--- src/rtl/dmem_arbiter.sv ---
// Data SRAM port arbiter: core load/store path vs. DMA requester.
// Core wins by default; a starvation counter forces single DMA slots.
module dmem_arbiter #(
  parameter int AW           = 32,
  parameter int DW           = 32,
  parameter int STARVE_LIMIT = 16,
  parameter int FAIR         = 1
) (
  input  logic            clk,
  input  logic            rst,
  input  logic            core_req,
  input  logic            core_we,
  input  logic [DW/8-1:0] core_ben,
  input  logic [AW-1:0]   core_addr,
  input  logic [DW-1:0]   core_wdata,
  output logic [DW-1:0]   core_rdata,
  output logic            core_wait,
  input  logic            dma_req,
  input  logic            dma_we,
  input  logic [DW/8-1:0] dma_ben,
  input  logic [AW-1:0]   dma_addr,
  input  logic [DW-1:0]   dma_wdata,
  output logic            dma_gnt,
  output logic            dma_rvalid,
  output logic [DW-1:0]   dma_rdata,
  output logic            dma_starved,
  output logic            sram_cen,
  output logic            sram_wen,
  output logic [DW/8-1:0] sram_ben,
  output logic [AW-1:0]   sram_addr,
  output logic [DW-1:0]   sram_din,
  input  logic [DW-1:0]   sram_dout
);

  typedef enum logic [1:0] {
    CORE_PRI  = 2'd0,
    FORCE_DMA = 2'd1
  } state_t;

  localparam logic [7:0] LIM = 8'(STARVE_LIMIT);

  state_t     state;
  state_t     state_nxt;
  logic [7:0] starve_cnt;
  logic [7:0] cnt_nxt;
  logic       rd_valid;
  logic       rd_dma;
  logic       core_gnt;

  always_comb begin
    state_nxt = CORE_PRI;
    core_gnt  = 1'b0;
    dma_gnt   = 1'b0;
    core_wait = 1'b0;
    cnt_nxt   = starve_cnt;
    // reset overrides any request in the same cycle
    if (!rst) begin
      unique case (state)
        FORCE_DMA: begin
          dma_gnt   = dma_req;
          core_wait = core_req && (FAIR != 0);
        end
        default: begin
          core_gnt = core_req;
          dma_gnt  = dma_req && !core_req;
        end
      endcase
    end
    if (!dma_req || dma_gnt) begin
      cnt_nxt = 8'd0;
    end else if (starve_cnt != LIM) begin
      cnt_nxt = starve_cnt + 8'd1;
    end
    // enter the forced slot together with the counter reaching the limit
    if ((FAIR != 0) && (state == CORE_PRI) && dma_req &&
        !dma_gnt && (cnt_nxt == LIM)) begin
      state_nxt = FORCE_DMA;
    end
  end

  always_comb begin
    sram_cen  = !(core_gnt || dma_gnt);
    sram_wen  = 1'b1;
    sram_ben  = '1;
    sram_addr = core_addr;
    sram_din  = core_wdata;
    unique case (1'b1)
      dma_gnt: begin
        sram_wen  = !dma_we;
        sram_ben  = dma_ben;
        sram_addr = dma_addr;
        sram_din  = dma_wdata;
      end
      core_gnt: begin
        sram_wen  = !core_we;
        sram_ben  = core_ben;
      end
      default: begin
      end
    endcase
  end

  always_ff @(posedge clk) begin
    if (rst) begin
      state      <= CORE_PRI;
      starve_cnt <= 8'd0;
      rd_valid   <= 1'b0;
      rd_dma     <= 1'b0;
    end else begin
      state      <= state_nxt;
      starve_cnt <= cnt_nxt;
      rd_valid   <= (core_gnt && !core_we) || (dma_gnt && !dma_we);
      rd_dma     <= dma_gnt && !dma_we;
    end
  end

  assign dma_rvalid  = rd_valid && rd_dma && !rst;
  assign dma_rdata   = sram_dout;
  assign core_rdata  = sram_dout;
  assign dma_starved = (starve_cnt == LIM);

endmodule

--- config.mk ---
export PLATFORM = sky130hd
export DESIGN_NAME = dmem_arbiter
export DESIGN_NICKNAME = d
export VERILOG_FILES = /design/src/rtl/dmem_arbiter.sv
export SDC_FILE = /design/constraint.sdc
export NUM_CORES = 1
export LEC_CHECK = 0
export ABC_AREA = 1
export BUFFER_PORTS_ARGS = -buffer_cell sky130_fd_sc_hd__buf_2
export CAP_MARGIN = 0
export CORE_AREA = 2 2 120 122
export DETAILED_ROUTE_END_ITERATION = 8
export DIE_AREA = 0 0 122 124
export PLACE_DENSITY_LB_ADDON = 0.3
export SKIP_CTS_REPAIR_TIMING = 1
export SYNTH_ARGS = -nofsm -noshare
export SYNTH_HDL_FRONTEND = slang
export SYNTH_SLANG_ARGS = --single-unit
export TNS_END_PERCENT = 5
--- constraint.sdc ---
create_clock -name clk -period 1.7 [get_ports clk]
set_input_delay 0 -clock clk [delete_from_list [all_inputs] [get_ports clk]]
set_output_delay 0 -clock clk [all_outputs]
set_load 0.02 [all_outputs]
==> results.sh <==
export IMPL_status="finished clean"
export IMPL_arrival_ns=1.52
export IMPL_min_period_over_period_pct=89.7
export IMPL_grt_pass1_vias=2360
export IMPL_yosysSeqAreaShare_pct=11.0
export IMPL_htree_levels=1
export IMPL_clock_root_buffer="clkbuf_16"
export IMPL_area_growth_pct=44.8
export IMPL_dieArea_mm2=0.0151
export IMPL_gp_congestion=0.773
export IMPL_path_class="reg2out"
export IMPL_fin_setup_tns_ns=0
export IMPL_crit_path_start_kind="flop"
export IMPL_setup_viol=0
export IMPL_drc_errors=0
export IMPL_syn_cell_area_mm2=0.00201
export IMPL_syn_inst=382
export IMPL_pin_count=312
export IMPL_dr_pass1_iters=4
export IMPL_endpoint_kind="primary output"
export IMPL_ant_nets=0
export IMPL_tightest_slew_ns=0.317
export IMPL_initial_core_util_pct=14.6
export IMPL_required_ns=1.70
export IMPL_p_leak_nw=1.81
export IMPL_totalWireLength_um=8460
export IMPL_track_usage_pct=10.1
export IMPL_synth_seq_cells=11
export IMPL_port_buffers=215
export IMPL_irDropWorstVdd_uv=161
export IMPL_vias=2576
export IMPL_die_y_um=124
export IMPL_antennaDiodeCount=0
export IMPL_grt_ovfl_total=0
export IMPL_cp_max_fo=36
export IMPL_power_density_mw_per_mm2=477
export IMPL_detail_route_iter0_violations=72
export IMPL_cts_buffer_depth=2
export IMPL_ys_types=21
export IMPL_rows=43
export IMPL_rsz0062_at_grt="no"
export IMPL_grt_pass1_wl_um=12000
export IMPL_cts_sinks=11
export IMPL_cts_buffers=3
export IMPL_avgSynthCellArea_um2=5.25
export IMPL_skew_ns=0.00163
export IMPL_drive_above_1_share_pct=45.7
export IMPL_nets=706
export IMPL_routedWlPerCell_um=11.9
export IMPL_cts_tree="yes"
export IMPL_clk_pin_slew_worst_paths_ns=0.04
export IMPL_antenna_found_initial=1
export IMPL_die_x_um=122
export IMPL_hp_class="in2out"
export IMPL_maxCapViolCount=0
export IMPL_fill_cells=1657
export IMPL_clk_latency_ns=0.24
export IMPL_viasPerCell=3.63
export IMPL_syn_nets=558
export IMPL_hold_viol=0
export IMPL_relSlewSlack_pct=78.8
export IMPL_fin_util_pct=21.2
export IMPL_core_mm2=0.0137
export IMPL_grt_start_max_net_pins=47
export IMPL_max_freq_mhz=656
export IMPL_ys_warnings_count=0
export IMPL_dp_hpwl_um=7330
export IMPL_min_period_ns=1.52
export IMPL_report_final_slew_viol_count=0
==> per-layer routing <==
metal / global-route usage (%) / vias up / part of all wire [%]
li1: - / 1371 / -
met1: 13.5 / 1044 / 44
met2: 16.7 / 151 / 46
met3: 2.29 / 10 / 8.9
met4: 2.16 / 0 / 0.82
met5: 0 / - / 0
==> synth_stat cells, drive strengths merged <==
cell	number	share of area, %
xor2	1	0.44
ha	2	1.2
clkbuf	1	0.19
nand4	2	0.62
nand2	230	44
or2	1	0.31
o32ai	1	0.44
nand3	15	4.2
inv	17	3.2
a21oi	1	0.81
dfxtp	11	11
o21ai	2	0.50
buf	78	29
nor2	20	4.9
==> through the flow <==
stage               cells  power [mW]  hold WS [ns]  setup slack, ns  cell area [µm²]
finish                709        1.38    0.00000921            0.175             2910
global route          709        1.49     0.0000708           0.0290             2910
CTS                   707        1.40       -0.0690            0.123             2890
detailed placement    703       0.969      0.000200            0.280             2810
global placement      703       0.969      0.000200            0.312             2810
floorplan             382       0.844        0.0724            0.420             2010
==> cell families after synthesis <==
group	Yosys count	share of synthesized area (%)
AOI/OAI and AO/OA	4	1.75
xor gates and xnor gates	1	0.436
adders and majority gates	2	1.25
buffers and inverters	96	32.0
DFF	11	11.0
and+or+nand+nor	268	53.6
==> critical path: stages (launching register included) <==
cell and delay [ns]:
dfxtp_1 0.32, inv_1 0.05, nand2_2 0.11, nand2_2 0.11, inv_2 0.12, buf_12 0.20
nand2_1 0.07, nand2_1 0.10, buf_2 0.18
==> where the power goes <==
group | leakage (nW) | switching, mW | total (mW) | internal [mW]
clock | 0.0382 | 0.113 | 0.427 | 0.315
sequential | 0.0891 | 0.00263 | 0.266 | 0.263
combinational | 1.69 | 0.412 | 0.692 | 0.280
==> area by class of cell <==
class                           instances  area, µm²  share of cell area, %
Inverter                               17       63.8                   2.20
Timing Repair Buffer                  222       1170                   40.3
Tap cell                              180        225                   7.75
Sequential cell                        11        220                   7.58
Multi-Input combinational cell        275       1150                   39.4
Clock buffer                            4       78.8                   2.71
==> worst paths after layout <==
check,startpoint,to,slack (ns),cells after the start
worst max-delay path,state[0],sram_addr[8],0.18,8
worst min-delay path,sram_dout[15],core_rdata[15],0.000009,0
worst max register to register,starve_cnt[0],state[0],0.28,11
worst min register to register,starve_cnt[7],starve_cnt[7],0.59,4
==> flip-flops by register name, indices dropped and copies added (netlist names) <==
| signal | flops |
|---|---|
| rd_dma | 1 |
| starve_cnt | 8 |
| rd_valid | 1 |
| state | 1 |
==> placed cells by master (no fill, tap or decap), types with 4 or more instances in the layout <==
master,Yosys,final
nand2_1,226,225
nor2_2,6,6
nor2_1,13,13
nand2_2,4,5
nand3_1,13,13
buf_2,7,215
inv_2,4,4
dfxtp_1,11,11
inv_1,13,13
No activity file was read; power rests on OpenSTA's default activity.
